**config.mk**
```make
export PLATFORM = sky130hd
export DESIGN_NAME = registers_mp_flat
export DESIGN_NICKNAME = d
export VERILOG_FILES = /design/src/rtl/registers_mp_if.sv /design/src/rtl/registers_mp.sv /design/src/flat_wrapper.sv
export SDC_FILE = /design/constraint.sdc
export NUM_CORES = 1
export LEC_CHECK = 0
export CAP_MARGIN = 0
export CORE_ASPECT_RATIO = 0.8
export CORE_MARGIN = 2
export CORE_UTILIZATION = 31
export DETAILED_ROUTE_END_ITERATION = 6
export GPL_ROUTABILITY_DRIVEN = 0
export HOLD_SLACK_MARGIN = 0.12
export PLACE_DENSITY = 0.51
export SLEW_MARGIN = 20
export SYNTH_ARGS = -nofsm -noshare
export SYNTH_HDL_FRONTEND = slang
export SYNTH_SLANG_ARGS = --single-unit
```
**constraint.sdc**
```tcl
create_clock -name clk -period 9.3 [get_ports clk]
set_input_delay 2.79 -clock clk [delete_from_list [all_inputs] [get_ports clk]]
set_output_delay 2.79 -clock clk [all_outputs]
set_load 0.02 [all_outputs]
```
**src/rtl/registers_mp_if.sv**
```systemverilog
`default_nettype none
// ============================================================================
//  Module      : registers_mp_if
//  Description : Read/write/reservation bus of the multi-port register file.
//  Revision    : 1.0 - initial release
// ============================================================================
interface registers_mp_if #(
    parameter int AddressBitWidth = 5,
    parameter int DataBitWidth    = 32,
    parameter int NumReadPorts    = 2
);
    logic                                    ready;
    logic [NumReadPorts*AddressBitWidth-1:0] rs_addr;
    logic [NumReadPorts*DataBitWidth-1:0]    rs_data;
    logic [NumReadPorts-1:0]                 rs_pending;
    logic [AddressBitWidth-1:0]              rd;
    logic                                    rd_write_enable;
    logic [DataBitWidth-1:0]                 rd_data_in;
    logic [AddressBitWidth-1:0]              rsv;
    logic                                    rsv_enable;

    modport master (
        input  ready, rs_data, rs_pending,
        output rs_addr, rd, rd_write_enable, rd_data_in, rsv, rsv_enable
    );

    modport slave (
        output ready, rs_data, rs_pending,
        input  rs_addr, rd, rd_write_enable, rd_data_in, rsv, rsv_enable
    );
endinterface
`default_nettype wire

```
**src/rtl/registers_mp.sv**
```systemverilog
`default_nettype none
// ============================================================================
//  Module      : registers_mp
//  Description : Multi-read-port register file with pending-bit scoreboard,
//                write bypass and a post-reset clear sequencer.
//  Revision    : 1.0 - initial release
// ============================================================================
module registers_mp #(
    parameter int AddressBitWidth  = 5,
    parameter int DataBitWidth     = 32,
    parameter int NumReadPorts     = 2,
    parameter int ZeroRegHardwired = 1,
    parameter int BypassEnable     = 1
) (
    input  wire logic         clk,
    input  wire logic         rst,
    registers_mp_if.slave     bus
);
    localparam int c_num_regs = 2 ** AddressBitWidth;

    localparam logic [0:0] c_st_clear = 1'b0;
    localparam logic [0:0] c_st_run   = 1'b1;

    logic [0:0]                 r_state;
    logic [0:0]                 w_next_state;
    logic                       w_ready;
    logic [AddressBitWidth-1:0] r_counter;
    logic [DataBitWidth-1:0]    r_data [c_num_regs];
    logic [c_num_regs-1:0]      r_pending;
    logic                       w_write_ok;
    logic                       w_rsv_ok;

    logic [NumReadPorts*DataBitWidth-1:0] w_rs_data;
    logic [NumReadPorts-1:0]              w_rs_pending;

    // State register
    always_ff @(posedge clk) begin
        if (rst) begin
            r_state <= c_st_clear;
        end else begin
            r_state <= w_next_state;
        end
    end

    // Next-state logic: the write to the last index completes before RUN
    always_comb begin
        w_next_state = r_state;
        case (r_state)
            c_st_clear: if (r_counter == '1) w_next_state = c_st_run;
            c_st_run:   w_next_state = c_st_run;
            default:    w_next_state = c_st_clear;
        endcase
    end

    // Output logic
    always_comb begin
        w_ready = (r_state == c_st_run);
    end

    assign w_write_ok = w_ready && bus.rd_write_enable
                        && !((ZeroRegHardwired != 0) && (bus.rd == '0));
    assign w_rsv_ok   = w_ready && bus.rsv_enable
                        && !((ZeroRegHardwired != 0) && (bus.rsv == '0));

    always_ff @(posedge clk) begin
        if (rst) begin
            r_counter <= '0;
        end else if (r_state == c_st_clear) begin
            r_counter <= r_counter + 1'b1;
        end
    end

    // The array is zeroed by the sequencer, one entry per cycle, not by rst
    always_ff @(posedge clk) begin
        if (!rst) begin
            if (r_state == c_st_clear) begin
                r_data[r_counter] <= '0;
            end else if (w_write_ok) begin
                r_data[bus.rd] <= bus.rd_data_in;
            end
        end
    end

    // Set after clear so a same-cycle reservation survives the write
    always_ff @(posedge clk) begin
        if (rst) begin
            r_pending <= '0;
        end else begin
            if (w_write_ok) r_pending[bus.rd]  <= 1'b0;
            if (w_rsv_ok)   r_pending[bus.rsv] <= 1'b1;
        end
    end

    always_comb begin
        w_rs_data    = '0;
        w_rs_pending = '0;
        for (int p = 0; p < NumReadPorts; p++) begin
            if (!w_ready) begin
                w_rs_data[p*DataBitWidth +: DataBitWidth] = '0;
                w_rs_pending[p]                           = 1'b0;
            end else if ((ZeroRegHardwired != 0)
                         && (bus.rs_addr[p*AddressBitWidth +: AddressBitWidth] == '0)) begin
                w_rs_data[p*DataBitWidth +: DataBitWidth] = '0;
                w_rs_pending[p]                           = 1'b0;
            end else if ((BypassEnable != 0) && bus.rd_write_enable
                         && (bus.rs_addr[p*AddressBitWidth +: AddressBitWidth] == bus.rd)) begin
                w_rs_data[p*DataBitWidth +: DataBitWidth] = bus.rd_data_in;
                w_rs_pending[p]                           = 1'b0;
            end else begin
                w_rs_data[p*DataBitWidth +: DataBitWidth] =
                    r_data[bus.rs_addr[p*AddressBitWidth +: AddressBitWidth]];
                w_rs_pending[p] =
                    r_pending[bus.rs_addr[p*AddressBitWidth +: AddressBitWidth]];
            end
        end
    end

    assign bus.ready      = w_ready;
    assign bus.rs_data    = w_rs_data;
    assign bus.rs_pending = w_rs_pending;

endmodule
`default_nettype wire

```
**src/flat_wrapper.sv**
```systemverilog
// flat-port wrapper written by rule: the top's interface ports become plain ports
module registers_mp_flat 
#(
    parameter int AddressBitWidth  = 5,
    parameter int DataBitWidth     = 32,
    parameter int NumReadPorts     = 2,
    parameter int ZeroRegHardwired = 1,
    parameter int BypassEnable     = 1
)
  (clk, rst, bus_ready, bus_rs_data, bus_rs_pending, bus_rs_addr, bus_rd, bus_rd_write_enable, bus_rd_data_in, bus_rsv, bus_rsv_enable);
  registers_mp_if #(.AddressBitWidth(AddressBitWidth), .DataBitWidth(DataBitWidth), .NumReadPorts(NumReadPorts)) bus_i ();
  input  wire logic clk;
  input  wire logic rst;
  output wire logic [$bits(bus_i.ready)-1:0] bus_ready;
  output wire logic [$bits(bus_i.rs_data)-1:0] bus_rs_data;
  output wire logic [$bits(bus_i.rs_pending)-1:0] bus_rs_pending;
  input wire logic [$bits(bus_i.rs_addr)-1:0] bus_rs_addr;
  input wire logic [$bits(bus_i.rd)-1:0] bus_rd;
  input wire logic [$bits(bus_i.rd_write_enable)-1:0] bus_rd_write_enable;
  input wire logic [$bits(bus_i.rd_data_in)-1:0] bus_rd_data_in;
  input wire logic [$bits(bus_i.rsv)-1:0] bus_rsv;
  input wire logic [$bits(bus_i.rsv_enable)-1:0] bus_rsv_enable;
  assign bus_ready = bus_i.ready;
  assign bus_rs_data = bus_i.rs_data;
  assign bus_rs_pending = bus_i.rs_pending;
  assign bus_i.rs_addr = bus_rs_addr;
  assign bus_i.rd = bus_rd;
  assign bus_i.rd_write_enable = bus_rd_write_enable;
  assign bus_i.rd_data_in = bus_rd_data_in;
  assign bus_i.rsv = bus_rsv;
  assign bus_i.rsv_enable = bus_rsv_enable;
  registers_mp #(.AddressBitWidth(AddressBitWidth), .DataBitWidth(DataBitWidth), .NumReadPorts(NumReadPorts), .ZeroRegHardwired(ZeroRegHardwired), .BypassEnable(BypassEnable)) u_core (.clk(clk), .rst(rst), .bus(bus_i));
endmodule
```
==> results.md, run 1 <==
- Outcome: complete, no violations
- WP data arrival: about 6.0 ns
- Crit path launch: bus_rs_addr[9]
- Rows: around 130
- Vias in the first global route: ~32000
- Largest net degree at the start of global routing: 50
- Clk slew on worst S/H paths: approximately 0.060 ns
- Design Power: between 10 and 15 mW
- Post-synthesis async set-or-reset flop share: 0%
- Initial core utilization: a little under a third
- Synth Register Bits: between 1000 and 1500
- Die area: 167000 sq um
- Slew @ Worst Pin: between 1 and 1.5 ns
- Register area share after synthesis: approximately three fifths
- Post-CTS sizing: 0
- Worst Hold Class: flop to flop
- CP max FO: 20
- Power per cell area: around 180 nW/um^2
- Synthesized area: 50900 sq um
- Leakage: 20.8 nW
- Setup TNS: 0 ns
- Worst endpoint required time: 6.51 ns
- Via density: between 5 and 6
- Die width: 457 um
- Syn nets: between 3000 and 4000
- TritonCTS clock tree: done
- Syn Area/Cell: between 15 and 20 sq um
- RSZ-0062 raised after global routing: false
- Hold path startpoint: u_core.r_pending[0]
- Max-Cap Viols: 0
- Post-CTS setup buffers: 0
- Critical path type: input port to primary output
- H-tree Lvls: 3
- Top area cells in the synthesized netlist: edfxtp_1 60%, mux4_2 16%, mux2i_1 6.3%
- Port Buffers: around 120
- Crit. End Element: primary output
- Post-route setup slack: about 0.48 ns
- Cell Chain, Critical Path: buf_4, nand2b_1, buf_4, o22ai_1, a2111oi_0, buf_4, o32a_1, clkdlybuf4s50_1
- Final worst-path cycle share: 94.8%
- CTS Sinks: ~1100
- First-pass GRT wire length: roughly 250000 um
- DRT iter0 DRCs: approximately 4000
- First-pass DRT Iterations: 6
- Most frequent cells in the layout: 1024 x edfxtp_1, 368 x mux4_2, 321 x mux2i_1
- Final Core Density: between 30% and 40%
- Avg WL per Cell: roughly 33 um
- R2r startpoint: u_core.bus.ready
- Most common cell after layout, fill and taps aside: edfxtp_1
- Vias: between 30000 and 40000
- Cells after synthesis: roughly 3000
- Final HPWL DP: between 100000 and 150000 um
- Synth warnings: 0
- Ys flop type: edfxtp_1
- Largest area contributor in the netlist: edfxtp_1
- Share of layout cells above drive strength 1: 26.5%
- Core area: ~160000 sq um
- Total gr overflow: 0
- R2R Setup Slk: ~4.5 ns
- Post-route DRC violation count: 0
- Final setup vio count: 0
- Pre-CTS WS: just over 0.5 ns
- Max_slew headroom: between 10% and 20%
- TritonCTS Buffers: approximately 110
- Worst skew pair latency: around 0.76 ns
- Distinct cells, synth: 60
- Hold slack: about 0.49 ns
- Worst VDD drop: between 0.15 and 0.2 mV
- Tot GR Track Use: a little over a fifth
- Crit-path slowest cell: a2111oi_0
- Startpoint Class: input port
- DIE HEIGHT: between 300 and 400 um
- Top cell type's share of synthesized area: between 60 and 70%
- Post-route ant nets: 0
- Hold_buf cts: 0
- Crit path max-delay family: buffers and inverters
- Initial antenna violation count: 5
- Fin nets: between 3000 and 4000
- Pins Over Slew Limit: 0
- Most common cell on crit path: buf_4
- Clock Skews: around 0.046 ns
- EDFF count, synth: 1024
- Crit path buffers/inverters: 4
- P&R area growth vs syn: 16.8%
- Final WL: between 150000 and 200000 um
- # IOs: between 100 and 150
- Root Buffer: clkbuf_16
- Minimum clock period: 8.82 ns
- Fin. Hold Viols: 0
- CTS Buffer Depth: 3
- CP max stage delay: slightly above 0.8 ns
- F_max: roughly 110 MHz
synthesized netlist by cell type (23+ instances only):
library cell,count
clkbuf_1,83
mux4_2,368
buf_4,33
o21ai_0,42
o32a_1,23
nand3_1,72
nand2_1,108
and2_1,38
dfxtp_1,38
buf_6,30
o221ai_1,47
mux2i_1,321
or3_1,51
nor2_1,125
edfxtp_1,1024
a22oi_1,60
buf_2,76
a21oi_1,77
nand2b_1,27
a41oi_1,39
o22ai_1,140
per-stage QoR:
step	cell area [sq um]	cells
floorplan	50900	3032
global placement	55500	5281
detailed placement	55600	5285
CTS	59300	5495
global route	59400	5497
finish	59400	5498
power breakdown:
part	total (mW)	internal [mW]	switching (mW)
clock network	4.57	2.62	1.95
registers	5.21	5.19	0.0113
logic	0.712	0.278	0.434
total	10.5	8.09	2.40
metal layers:
layer / vias up / global-route usage [%] / part of all wire [%] / routed length (um)
li1: 13100 / - / - / -
met1: 17500 / 30.9 / 44 / 79300
met2: 1660 / 32.3 / 45 / 82500
met3: 301 / 3.39 / 8.1 / 14700
met4: 2 / 6.35 / 3.1 / 5690
met5: - / 0 / 0.0071 / 13
flip-flops by register name (all words and copies together), names as in the netlist:
register          cells
u_core.r_data      1024
u_core.r_pending     32
u_core.r_counter      5
u_core.bus.ready      1
path summary, 6_finish.rpt:
kind	endpoint	cells past startpoint
max	bus_rs_data[45]	8
min	u_core.r_pending[0]	1
max reg2reg	u_core.r_data[28][11]	7
min reg2reg	u_core.r_pending[0]	1
final cells by class:
class                      count  area [sq um]
antenna                        1          2.50
clock buffer                 147          3100
clock inverter                63           609
fill                       15000        103000
inverter                       4          15.0
multi-input combinational   1724         18100
sequential                  1062         31500
tap                         2144          2680
timing repair buffer         353          3350
worst register-to-register path, delay by kind of cell (launching register included):
| family | cells | cell delay [ns] |
|---|---|---|
| AOI/OAI and AO/OA | 1 | 0.78 |
| buffers and inverters | 2 | 0.90 |
| DFF | 1 | 0.73 |
| muxes | 1 | 0.54 |
| and+or+nand+nor | 3 | 1.50 |
kinds of logic (layout without fill, tap and decap cells):
kind of cell / count (synthesis) / in the layout / share of synthesized area (%)
AO/OA/AOI/OAI: 510 / 510 / 6.92
XOR/XNOR: 12 / 12 / 0.207
adder cells (fa/ha/maj): 2 / 2 / 0.0492
buffers and inverters: 246 / 567 / 2.98
flip-flops: 1062 / 1062 / 62.0
multiplexers: 711 / 711 / 23.2
other: 0 / 1 / 0
AND/OR/NAND/NOR: 489 / 489 / 4.71
(Power assumes the default switching activity.)
==> inputs of run 2 (changes only) <==
- PLACE_DENSITY: 0.51 -> 0.52
- clock period: 9.3 -> 7.42 ns (I/O delays scaled with it)
==> run 2 against run 1 <==
Net effect: critical path depth up 3; sequential power grew 25%; clock power increased by 27%; sequential cell count stayed put; first-iteration DRC count decreased by 6.9%; highest routed layer unchanged; global-route usage is 0.47 points lower; register-to-register slack got worse by 1.8 ns; power grew 26%; utilization increased by 0.48 points; clock-buffer cell count decreased by 14; non-clock buffer count increased by 54; combinational power is 27% higher.
==> results.md, run 2 (synthesis gave the netlist of run 1 again) <==
- Initial antenna violation count: 4 (-1)
- CTS Sinks: 1062 (unchanged)
- Clk slew on worst S/H paths: 0.06 ns (about the same)
- Core area: 162000 sq um (unchanged)
- Outcome: complete, no violations
- Post-route ant nets: 0 (unchanged)
- H-tree Lvls: 3 (unchanged)
- Slew @ Worst Pin: 1.11 ns (-0.109 ns)
- Avg WL per Cell: 31.8 um (-3.9%)
- RSZ-0062 raised after global routing: false
- Power per cell area: 220 nW/um^2 (+24%)
- WP data arrival: 5.12 ns (-0.91 ns)
- Critical path type: input port to primary output
- Final Core Density: 37.1% (+0.48 points)
- Total gr overflow: 0 (unchanged)
- Vias in the first global route: 32200 (+2.0%)
- Die width: 457 um (unchanged)
- Max reg flops: 1024 (unchanged)
- TritonCTS Buffers: 117 (+4.5%)
- Post-CTS setup buffers: 0 (unchanged)
- Tot GR Track Use: 20.7% (-0.47 points)
- Worst Hold Class: flop to flop
- Startpoint Class: input port
- Max_slew headroom: 23.8% (+5.4 points)
- Rows: 132 (unchanged)
- CP max FO: 14 (-30%)
- Crit-path slowest cell: clkdlybuf4s50_1
- Clock Skews: 0.0368 ns (-0.00923 ns)
- Via density: 5.84 (-1.5%)
- CP max stage delay: 0.63 ns (-0.20 ns)
- Most common cell after layout, fill and taps aside: edfxtp_1
- Final setup vio count: 0 (unchanged)
- Share of layout cells above drive strength 1: 28.0% (+1.5 points)
- F_max: between 100 and 150 MHz
- Biggest register: u_core.r_data
- Final worst-path cycle share: between 90% and 100%
- # IOs: 123 (unchanged)
- First-pass GRT wire length: 249000 um (-1.4%)
- Worst VDD drop: 0.194 mV (+27%)
- Fin nets: 3374 (+1.8%)
- Post-route DRC violation count: 0 (unchanged)
- Die area: 167000 sq um (unchanged)
- Worst skew pair latency: 0.76 ns (about the same)
- Vias: 32500 (-0.31%)
- Root Buffer: clkbuf_16
- Biggest regs: u_core.r_data: 1024 flops, u_core.r_pending: 32 flops, u_core.r_counter: 5 flops
- CTS Buffer Depth: 3 (unchanged)
- Max-Cap Viols: 0 (unchanged)
- Most common cell on crit path: buf_4
- TritonCTS clock tree: done
- Crit path launch: bus_rs_addr[3]
- Largest net degree at the start of global routing: 43 (-14%)
- R2r startpoint: u_core.bus.ready
- Initial core utilization: 31.3% (unchanged)
- DRT iter0 DRCs: 3771 (-6.9%)
- Fin. Hold Viols: 0 (unchanged)
- Final WL: 177000 um (-2.7%)
- Pins Over Slew Limit: 0 (unchanged)
- First-pass DRT Iterations: 6 (unchanged)
- Design Power: 13.2 mW (+26%)
- Cell Chain, Critical Path: clkdlybuf4s50_1, buf_4, nand2_1, buf_4, nor2_4, buf_12, nand2_1, a21oi_1, buf_4, o32a_1, clkdlybuf4s50_1
- Leakage: 21.3 nW (+2.1%)
- Minimum clock period: between 7 and 8 ns
- Most frequent cells in the layout: 1024 x edfxtp_1, 368 x mux4_2, 320 x mux2i_1
- DIE HEIGHT: 366 um (unchanged)
- Worst endpoint required time: 5.19 ns (-1.32 ns)
- Port Buffers: 122 (unchanged)
- Final HPWL DP: 117000 um (-2.3%)
- Crit. End Element: primary output
- Setup TNS: 0 ns (unchanged)
- P&R area growth vs syn: 18.3%
- Hold path startpoint: u_core.r_pending[0]
[run 2: changes by cell type in the layout (fill, tap and decap cells not counted), sizes merged]
cell,change
buf,+54
bufinv,+2
clkinv,+20
inv,+1
clkbuf,-14
diode,+2
[run 2: report_power, final]
part / total, mW / internal [mW] / leakage, nW / switching, mW
clock: 5.80 / 3.31 / 1.85 / 2.49
sequential: 6.53 / 6.51 / 11.3 / 0.0150
combinational: 0.905 / 0.373 / 8.11 / 0.531
total: 13.2 / 10.2 / 21.3 / 3.04
[run 2: through the flow]
stage               cell area (sq um)  cells  hold WS, ns  setup WS, ns
detailed placement              56400   5341        0.476       0.00922
floorplan                       50900   3032        0.451          1.25
global placement                56400   5341        0.474        0.0437
global route                    60200   5560        0.516       0.00973
finish                          60200   5563        0.484        0.0745
CTS                             60100   5560        0.484       0.00878
[run 2: layout make-up]
cell class,instances,area (sq um)
fillers,15000,102000
clock buffers,133,2990
diodes,3,7.51
well taps,2144,2680
multi-input cells,1724,18100
flip-flops and latches,1062,31500
clock inverters,86,790
inverters,4,15.0
repair buffers,407,4040
[run 2: worst max-delay path, delay by kind of cell]
family | cells | cell delay (ns)
buf+inv | 6 | 2.01
simple gates | 3 | 0.34
compound gates | 2 | 0.52
[run 2: path summary, 6_finish.rpt]
kind,end,slack [ns],depth (start not counted)
worst max-delay path,bus_rs_data[7],0.07,11
worst min-delay path,u_core.r_pending[0],0.48,1
worst max register to register,u_core.r_data[8][12],2.63,8
worst min register to register,u_core.r_pending[0],0.48,1
[run 2: routing by layer]
metal	track usage, %	share of wire [%]	vias to the layer above
li1	-	-	13300
met1	28.7	43	17300
met2	33.0	47	1540
met3	3.47	7.0	346
met4	6.82	3.6	2
met5	0	0.0073	-
[run 2: timing repair]
item	in CTS	in global routing
resized for setup	0	1
hold buffers	0	0
endpoints found under the setup margin	0	1
